`src/rtl/decode_stage_if.sv`:
```
// decode_stage_if: fetch-side and register-read-side handshake bundle for decode_stage.
interface decode_stage_if #(
  parameter int INSTR_W = 30,
  parameter int SREG_W  = 3,
  parameter int VREG_W  = 2,
  parameter int IMM_W   = 24,
  parameter int ADDR_W  = 26
);
  logic in_valid, in_ready, flush, out_valid, out_ready;
  logic [INSTR_W-1:0] in_instr;
  logic [3:0] out_opcode;
  logic [SREG_W-1:0] out_srs1, out_srs2, out_srd;
  logic [VREG_W-1:0] out_vrs1, out_vrd;
  logic out_use_srs1, out_use_srs2, out_use_srd, out_use_vrs1, out_use_vrd;
  logic [IMM_W-1:0] out_imm;
  logic [ADDR_W-1:0] out_addr;
  logic out_jump, out_cond, out_illegal;
  modport master (
    output in_valid, in_instr, flush, out_ready,
    input  in_ready, out_valid, out_opcode, out_srs1, out_srs2, out_srd, out_vrs1, out_vrd,
           out_use_srs1, out_use_srs2, out_use_srd, out_use_vrs1, out_use_vrd,
           out_imm, out_addr, out_jump, out_cond, out_illegal
  );
  modport slave (
    input  in_valid, in_instr, flush, out_ready,
    output in_ready, out_valid, out_opcode, out_srs1, out_srs2, out_srd, out_vrs1, out_vrd,
           out_use_srs1, out_use_srs2, out_use_srd, out_use_vrs1, out_use_vrd,
           out_imm, out_addr, out_jump, out_cond, out_illegal
  );
endinterface

```
`src/rtl/decode_stage.sv`:
```
// decode_stage: registered instruction decode with a two-entry output/skid buffer and flush.
module decode_stage #(
  parameter int INSTR_W  = 30,
  parameter int SREG_W   = 3,
  parameter int VREG_W   = 2,
  parameter int IMM_W    = 24,
  parameter int ADDR_W   = 26,
  parameter int SIGN_IMM = 0
) (
  input logic clk,
  input logic rst_n,
  decode_stage_if.slave bus
);
  localparam int P  = INSTR_W - 5;
  localparam int IW = INSTR_W - 4 - SREG_W;
  typedef struct packed {
    logic [3:0]        opcode;
    logic [SREG_W-1:0] srs1, srs2, srd;
    logic [VREG_W-1:0] vrs1, vrd;
    logic              use_srs1, use_srs2, use_srd, use_vrs1, use_vrd;
    logic [IMM_W-1:0]  imm;
    logic [ADDR_W-1:0] addr;
    logic              jump, cond, illegal;
  } dec_t;
  dec_t dec, or_q, sr_q;
  logic or_v, sr_v, rdy, acc, drain, fill;
  logic [3:0] op;
  logic [IW-1:0] raw;
  assign op  = bus.in_instr[INSTR_W-1 -: 4];
  assign raw = bus.in_instr[IW-1:0];
  always_comb begin
    dec = '0;
    dec.opcode = op;
    case (op)
      4'b0000, 4'b0110: begin
        dec.srd      = bus.in_instr[P -: SREG_W];
        dec.srs1     = bus.in_instr[P-SREG_W -: SREG_W];
        dec.srs2     = bus.in_instr[P-2*SREG_W -: SREG_W];
        dec.use_srs1 = 1'b1;
        dec.use_srs2 = 1'b1;
        dec.use_srd  = op == 4'b0000;
      end
      4'b0010, 4'b0100, 4'b1010: begin
        dec.srd      = bus.in_instr[P -: SREG_W];
        dec.srs1     = bus.in_instr[P -: SREG_W];
        dec.use_srd  = 1'b1;
        dec.use_srs1 = op != 4'b1010;
        dec.imm      = IMM_W'({{IMM_W{SIGN_IMM != 0 && raw[IW-1]}}, raw});
      end
      4'b0001, 4'b0011, 4'b0101, 4'b1011: begin
        dec.vrd      = bus.in_instr[P -: VREG_W];
        dec.vrs1     = bus.in_instr[P-VREG_W -: VREG_W];
        dec.srs1     = bus.in_instr[P-2*VREG_W -: SREG_W];
        dec.use_vrd  = 1'b1;
        dec.use_srs1 = 1'b1;
        dec.use_vrs1 = op != 4'b0101 && op != 4'b1011;
      end
      4'b1000, 4'b1001: begin
        dec.addr = ADDR_W'(bus.in_instr[P:0]);
        dec.jump = 1'b1;
        dec.cond = op[0];
      end
      4'b0111: ;
      default: dec.illegal = 1'b1;
    endcase
  end
  assign acc   = bus.in_valid && rdy && !bus.flush;
  assign drain = or_v && bus.out_ready;
  // a word accepted while OR holds and does not drain parks in SR
  assign fill  = acc && or_v && !drain;
  always_ff @(posedge clk or negedge rst_n)
    if (!rst_n) begin
      or_v <= 1'b0;
      sr_v <= 1'b0;
      rdy  <= 1'b0;
      or_q <= '0;
      sr_q <= '0;
    end else if (bus.flush) begin
      or_v <= 1'b0;
      sr_v <= 1'b0;
      rdy  <= 1'b1;
    end else begin
      if (drain && sr_v) or_q <= sr_q;
      else if (acc && !fill) or_q <= dec;
      if (fill) sr_q <= dec;
      or_v <= sr_v || acc || (or_v && !drain);
      sr_v <= sr_v ? !drain : fill;
      rdy  <= sr_v ? drain : !fill;
    end
  assign bus.in_ready  = rdy;
  assign bus.out_valid = or_v;
  assign {bus.out_opcode, bus.out_srs1, bus.out_srs2, bus.out_srd, bus.out_vrs1, bus.out_vrd,
          bus.out_use_srs1, bus.out_use_srs2, bus.out_use_srd, bus.out_use_vrs1, bus.out_use_vrd,
          bus.out_imm, bus.out_addr, bus.out_jump, bus.out_cond, bus.out_illegal} = or_q;
endmodule

```
`src/flat_wrapper.sv`:
```
// flat-port wrapper written by rule: the top's interface ports become plain ports
module decode_stage_flat 
#(
  parameter int INSTR_W  = 30,
  parameter int SREG_W   = 3,
  parameter int VREG_W   = 2,
  parameter int IMM_W    = 24,
  parameter int ADDR_W   = 26,
  parameter int SIGN_IMM = 0
)
  (clk, rst_n, bus_in_valid, bus_in_instr, bus_flush, bus_out_ready, bus_in_ready, bus_out_valid, bus_out_opcode, bus_out_srs1, bus_out_srs2, bus_out_srd, bus_out_vrs1, bus_out_vrd, bus_out_use_srs1, bus_out_use_srs2, bus_out_use_srd, bus_out_use_vrs1, bus_out_use_vrd, bus_out_imm, bus_out_addr, bus_out_jump, bus_out_cond, bus_out_illegal);
  decode_stage_if #(.INSTR_W(INSTR_W), .SREG_W(SREG_W), .VREG_W(VREG_W), .IMM_W(IMM_W), .ADDR_W(ADDR_W)) bus_i ();
  input logic clk;
  input logic rst_n;
  input wire logic [$bits(bus_i.in_valid)-1:0] bus_in_valid;
  input wire logic [$bits(bus_i.in_instr)-1:0] bus_in_instr;
  input wire logic [$bits(bus_i.flush)-1:0] bus_flush;
  input wire logic [$bits(bus_i.out_ready)-1:0] bus_out_ready;
  output wire logic [$bits(bus_i.in_ready)-1:0] bus_in_ready;
  output wire logic [$bits(bus_i.out_valid)-1:0] bus_out_valid;
  output wire logic [$bits(bus_i.out_opcode)-1:0] bus_out_opcode;
  output wire logic [$bits(bus_i.out_srs1)-1:0] bus_out_srs1;
  output wire logic [$bits(bus_i.out_srs2)-1:0] bus_out_srs2;
  output wire logic [$bits(bus_i.out_srd)-1:0] bus_out_srd;
  output wire logic [$bits(bus_i.out_vrs1)-1:0] bus_out_vrs1;
  output wire logic [$bits(bus_i.out_vrd)-1:0] bus_out_vrd;
  output wire logic [$bits(bus_i.out_use_srs1)-1:0] bus_out_use_srs1;
  output wire logic [$bits(bus_i.out_use_srs2)-1:0] bus_out_use_srs2;
  output wire logic [$bits(bus_i.out_use_srd)-1:0] bus_out_use_srd;
  output wire logic [$bits(bus_i.out_use_vrs1)-1:0] bus_out_use_vrs1;
  output wire logic [$bits(bus_i.out_use_vrd)-1:0] bus_out_use_vrd;
  output wire logic [$bits(bus_i.out_imm)-1:0] bus_out_imm;
  output wire logic [$bits(bus_i.out_addr)-1:0] bus_out_addr;
  output wire logic [$bits(bus_i.out_jump)-1:0] bus_out_jump;
  output wire logic [$bits(bus_i.out_cond)-1:0] bus_out_cond;
  output wire logic [$bits(bus_i.out_illegal)-1:0] bus_out_illegal;
  assign bus_i.in_valid = bus_in_valid;
  assign bus_i.in_instr = bus_in_instr;
  assign bus_i.flush = bus_flush;
  assign bus_i.out_ready = bus_out_ready;
  assign bus_in_ready = bus_i.in_ready;
  assign bus_out_valid = bus_i.out_valid;
  assign bus_out_opcode = bus_i.out_opcode;
  assign bus_out_srs1 = bus_i.out_srs1;
  assign bus_out_srs2 = bus_i.out_srs2;
  assign bus_out_srd = bus_i.out_srd;
  assign bus_out_vrs1 = bus_i.out_vrs1;
  assign bus_out_vrd = bus_i.out_vrd;
  assign bus_out_use_srs1 = bus_i.out_use_srs1;
  assign bus_out_use_srs2 = bus_i.out_use_srs2;
  assign bus_out_use_srd = bus_i.out_use_srd;
  assign bus_out_use_vrs1 = bus_i.out_use_vrs1;
  assign bus_out_use_vrd = bus_i.out_use_vrd;
  assign bus_out_imm = bus_i.out_imm;
  assign bus_out_addr = bus_i.out_addr;
  assign bus_out_jump = bus_i.out_jump;
  assign bus_out_cond = bus_i.out_cond;
  assign bus_out_illegal = bus_i.out_illegal;
  decode_stage #(.INSTR_W(INSTR_W), .SREG_W(SREG_W), .VREG_W(VREG_W), .IMM_W(IMM_W), .ADDR_W(ADDR_W), .SIGN_IMM(SIGN_IMM)) u_core (.clk(clk), .rst_n(rst_n), .bus(bus_i));
endmodule
```
`config.mk`:
```
export PLATFORM = sky130hd
export DESIGN_NAME = decode_stage_flat
export DESIGN_NICKNAME = d
export VERILOG_FILES = /design/src/rtl/decode_stage_if.sv /design/src/rtl/decode_stage.sv /design/src/flat_wrapper.sv
export SDC_FILE = /design/constraint.sdc
export NUM_CORES = 1
export LEC_CHECK = 0
export ABC_AREA = 1
export BUFFER_PORTS_ARGS = -buffer_cell sky130_fd_sc_hd__buf_2
export CAP_MARGIN = 20
export CORE_MARGIN = 5
export CORE_UTILIZATION = 53
export CTS_BUF_LIST = sky130_fd_sc_hd__clkbuf_4 sky130_fd_sc_hd__clkbuf_8
export CTS_CLUSTER_DIAMETER = 40
export CTS_CLUSTER_SIZE = 12
export DETAILED_ROUTE_END_ITERATION = 8
export GPL_TIMING_DRIVEN = 0
export PLACE_DENSITY = 0.79
export SLEW_MARGIN = 15
export SYNTH_ARGS = -nofsm -noshare
export SYNTH_HDL_FRONTEND = slang
export SYNTH_SLANG_ARGS = --single-unit
```
`constraint.sdc`:
```
create_clock -name clk -period 1.34 [get_ports clk]
set_input_delay 0.134 -clock clk [delete_from_list [all_inputs] [get_ports clk]]
set_output_delay 0.134 -clock clk [all_outputs]
set_load 0.02 [all_outputs]
```
Word-level counts from Yosys, hierarchy flattened. Cells that the tools add are included.

Register bits: 153. Input bits: 35. Output and inout port bits: 77. Word-level logic and storage cells: 93.

Eq/ne operators: 14. Mux-type cells: 18. Bitwise gates (word level): 1. Reduce and logical (&&, ||, !) cells: 25.

Operator list (number): 75-bit two-way mux (2); 28-bit two-way mux (1); 23-bit two-way mux (1); 4-bit by 3-bit equality test with 1-bit output (second input constant) (4); 4-bit equality test (second input constant) (4); 12-bit OR reduction (1); 1-bit logical AND (9); 3-bit one-hot mux with 3 select lines (1); 4-bit by 2-bit equality test with 1-bit output (second input constant) (2); 4-bit != test (second input constant) (2); 1-bit two-way mux (7); 3-bit two-way mux (2); 6-bit OR reduction (1); 5-bit OR reduction (1); 4-bit by 1-bit equality test with 1-bit output (second input constant) (1); 4-bit zero test (1); 4-bit two-way mux (1); 4-bit by 3-bit != test with 1-bit output (second input constant) (1); 1-bit one-hot mux with 2 select lines (2); 2-bit AND reduction (2); 2-bit OR reduction (2); 4-bit OR reduction (1); 1-bit zero test (3); 3-bit OR reduction (1); other kinds (4) (5).

Logic depth before layout (Yosys ltp).
Depth in word-level cells: 8. Gate-level depth with buffers: 9. Depth with buffers taken out: 8.

Worst setup path before layout. OpenSTA, ideal clock, no wires.

Path type: reg-to-reg. Start: register u_core.or_v (netlist: u_core.bus.out_valid). End: register u_core.sr_q[57] in the netlist's numbering. Library setup time: 123 ps. Arrival: 1275 ps. Data required time: 1217 ps. Slack: -58 ps. Cell stages (with the launch flop): 9. Path buffers: 3. Clock period less this slack: 1398 ps. Path through: dfrtp_1 > nand2_1 > nor2_2 > inv_2 > buf_6 > buf_4 > buf_6 > nand2_1 > nand2_1.

Cells in the longest elaborated chain, start to end: 4. Elaborated cells between the ends (all ways): 5. Classes of those cells: 5 x reduce/logical.

Ends and longest elaborated chain: start: declaration (line decode_stage.sv:26) `logic or_v, sr_v, rdy, acc, drain, fill;`; start signal: assignment (line decode_stage.sv:86) `or_v <= sr_v || acc || (or_v && !drain);`; 1-bit logical AND (line decode_stage.sv:68) `assign drain = or_v && bus.out_ready;`; 1-bit zero test (line decode_stage.sv:70) `assign fill = acc && or_v && !drain;`; 1-bit logical AND * (line decode_stage.sv:70); 2-bit AND reduction (no source line) *; end signal: assignment (line decode_stage.sv:77) `sr_q <= '0;`; end signal: assignment (line decode_stage.sv:85) `if (fill) sr_q <= dec;`; end: declaration (line decode_stage.sv:25) `dec_t dec, or_q, sr_q;`.

Mark *: on every way between the ends. The rest lies on a longest branch, timed or not. A chain may end at the register's enable or synchronous reset.

Worst setup path in the final report.
Start: register u_core.or_v (netlist: u_core.bus.out_valid). End: register u_core.or_q (netlist bit u_core.bus.out_imm[6]).

Cells in the longest elaborated chain, start to end: 7. Elaborated cells between the ends (all ways): 10. Classes of those cells: 1 x mux; 9 x reduce/logical.

Ends and longest elaborated chain: 1-bit logical AND (line decode_stage.sv:68); 1-bit zero test (line decode_stage.sv:70); 1-bit logical AND (line decode_stage.sv:70); 1-bit zero test (line decode_stage.sv:84) `else if (acc && !fill) or_q <= dec;`; 1-bit logical AND (line decode_stage.sv:84); 2-bit nonzero test (no source line); 2-bit AND reduction (no source line); end signal: assignment (line decode_stage.sv:83) `if (drain && sr_v) or_q <= sr_q;`; end: declaration (line decode_stage.sv:25).

Several ways; a longest one is shown, not always the timed one.

==> impl_metrics.ini <==
[route]
route.detailed.drc = 0
first_pass_iters = 5
drt_iter0_drc = 957
wl_met3_mm = 1.58
vias_per_cell = 5.63
antenna_left = 0
wl_mm = 20.2
met1_length_mm = 8.40
wl_per_cell_um = 17.9
highest_layer = met4
num_vias = 6355
dr_wl_met2_mm = 9.67

[floorplanning]
die_x_um = 123
dieArea_um2 = 15100
start_util = 0.538
die_h_um = 123
core_um2 = 12600
ios = 112
core.rowCount = 41

[yosys]
synth_top_area_frac = 0.558
syn_nets = 820
yosysSeqAreaShare = 0.558
syn_area_per_cell_um2 = 8.62
synth_warnings = 0
yosysUniqueCellTypes = 24
ys_ff_latch = 151
synth_top_area_cell = dfrtp_1
synthCells = 785
synthesis.area_um2 = 6770
synthTopCellsByArea = dfrtp_1 56%, nand2_1 11%, nand3_1 5.3%, a21oi_1 5.3%, nor2_1 4.2%

[power]
power.leakage_uw = 0.00407
powerDensity_nw_per_um2 = 1220
peakVddDrop_mv = 0.637

[sta]
fin_hold_ws_ps = 31.9
maxSlewViolCount = 0
post-route-period-util = 1.07
hold_violations = 0
rsz0062_at_grt = yes
slew_headroom = 0.617
worst_pin_slew_ps = 575
clock.fmax_mhz = 697
setup_slack_ps = -93.8
setup_viol = 80
fin_crit_ps = 1430
finClkSkew_ps = 8.60

[clock_tree]
clk_path_buf_depth = 2
htree_levels = 4
cts_tree = built
clk_latency_ps = 450
clock-sinks = 151
cts-root-buf = clkbuf_8
cts_buffers = 17
clk_pin_slew_ps = 80

[grt]
track_usage = 0.262
grt_pass1_vias = 5952
grt_pass1_wl_mm = 30.5
antenna_found_initial = 0
grt_max_degree = 78
overflow = 0

[worst_hold_path]
hold_path_class = input pin to flip-flop
holdPathStages = 3

[worst_setup_path]
path_common_cell = nand2_4
critPathMaxStageDelay_ps = 430
endpoint = u_core.bus.out_imm[6]
required_ps = 1670
cp-start-kind = flip-flop
cp_slowest_cell = dfrtp_2
r2r-start = u_core.bus.out_valid
critPathLaunch = u_core.bus.out_valid
critPathCaptureType = flip-flop
critPathTopFamily = flip-flops
r2r_end = u_core.bus.out_imm[6]
crit_cells = 6
cp_cell_sequence = nand2_4 -> nand2_4 -> nand3_4 -> buf_2 -> a21oi_1 -> a21oi_2
r2r_cells = 6
critPathArrivalTime_ps = 1770
criticalPathCategory = flip-flop to flip-flop
r2r_setup_slack_ps = -90
path_buf_inv = 1
crit_path_max_fanout = 10

[status]
status = finished with violations
violations = negative setup slack

[final_layout]
fillCellCount = 925
final_core_util = 0.704
syn2layout_area_growth_pct = 30.8
nets = 980
final_layout_size_suffix_gt1_frac = 0.309
diodes = 0

[placement]
hpwlAfterDp_mm = 13.0
gp_congestion = 0.870
port-buffer-count = 107

[run]
maxCapViolations = 0
==> sequential cells by signal, summed over array words and instances (netlist names), 2 cells and up <==
signal and cells:
u_core.bus.out_srs1 3, u_core.bus.out_vrd 2, u_core.bus.out_vrs1 2, u_core.bus.out_opcode 4
u_core.bus.out_srd 3, u_core.bus.out_srs2 3, u_core.sr_q 74, u_core.bus.out_imm 23
u_core.bus.out_addr 26
==> power by group <==
group | switching, µW | total, µW | internal [µW]
sequential | 357 | 5460 | 5100
combinational | 1410 | 2220 | 817
clock | 1610 | 3160 | 1550
total | 3370 | 10800 | 7470
==> cell usage after synthesis <==
| cell | number |
|---|---|
| o21ai_1 | 22 |
| o21ai_0 | 53 |
| nand2_1 | 202 |
| inv_1 | 10 |
| nand2_2 | 1 |
| nand3_2 | 10 |
| inv_2 | 7 |
| nand4_1 | 6 |
| buf_4 | 7 |
| a21oi_2 | 9 |
| nor3_1 | 3 |
| a21oi_1 | 71 |
| clkbuf_1 | 20 |
| nor2_4 | 3 |
| conb_1 | 1 |
| buf_2 | 25 |
| a31oi_1 | 26 |
| dfrtp_1 | 151 |
| buf_8 | 1 |
| buf_6 | 6 |
| buf_1 | 2 |
| nand3_1 | 72 |
| nor2_2 | 2 |
| nor2_1 | 75 |
==> timing repair <==
item | in CTS | in global routing
gates resized for setup | 69 | 140
endpoints found under the hold margin | 154 | 0
endpoints found under the setup margin | 140 | 141
cloned | 1 | 4
setup buffers | 5 | 1
hold buffers | 24 | 0
pin swaps | 4 | 14
==> metal layers <==
layer | up-vias | GRT usage
met2 | 321 | 0.409
met5 | - | 0
met3 | 48 | 0.0494
li1 | 2948 | -
met1 | 3038 | 0.362
met4 | 0 | 0.111
==> worst register-to-register path: stages, from the launching register on <==
cell     delay, ps
dfrtp_2        430
nand2_4         90
nand2_4         90
nand3_4        150
buf_2          270
a21oi_1        210
a21oi_2         80
==> cell usage in the layout, fill, tap and decap left out, drive strengths merged <==
cell,netlist,routed
conb,1,1
clkbuf,20,41
nand4,6,6
a31oi,26,26
clkinv,0,5
a21oi,80,80
inv,17,16
dfrtp,151,151
nor3,3,3
dlygate4sd3,0,24
o21ai,75,75
buf,41,163
nand3,82,82
nand2,203,203
nor2,80,80
==> cells by family (layout without fill, tap and decap cells) <==
group	after synthesis	after routing	synth area share
buffers and inverters	78	249	0.0601
DFF	151	151	0.558
and+or+nand+nor	374	374	0.237
other	1	1	0.000554
AOI/OAI and AO/OA	181	181	0.144
==> metrics by stage <==
stage,area (µm²),total power (µW),cells,setup TNS [ps],setup slack (ps)
3_5_place_dp,7560,7490,1065,-20710,-277
5_1_grt,8850,11300,1128,-8420,-153
4_1_cts,8370,10700,1124,-166,-18.3
3_3_place_gp,7520,7430,1064,-327700,-2310
2_1_floorplan,6770,6650,785,0,2.64
6_report,8850,10800,1128,-3200,-93.8
==> how the worst min path moves through the flow <==
stage / from / endpoint
5_1_grt: bus_in_instr[21] / u_core.sr_q[24]
3_3_place_gp: bus_flush / u_core.bus.out_valid
3_5_place_dp: rst_n / u_core.sr_q[70]
4_1_cts: bus_in_instr[20] / u_core.bus.out_imm[20]
6_report: bus_in_instr[24] / u_core.sr_q[63]
2_1_floorplan: rst_n / u_core.bus.in_ready
==> cell type report <==
cell class	instances	area, µm²	area share
clock buffers	26	327	0.0369
well taps	172	215	0.0243
repair buffers	142	986	0.111
plain buffers	60	612	0.0691
inverters	17	83.8	0.00947
flip-flops and latches	151	3780	0.427
clock inverters	4	20.0	0.00226
multi-input cells	556	2830	0.319
Note: power is estimated with default switching activity, not from simulation.
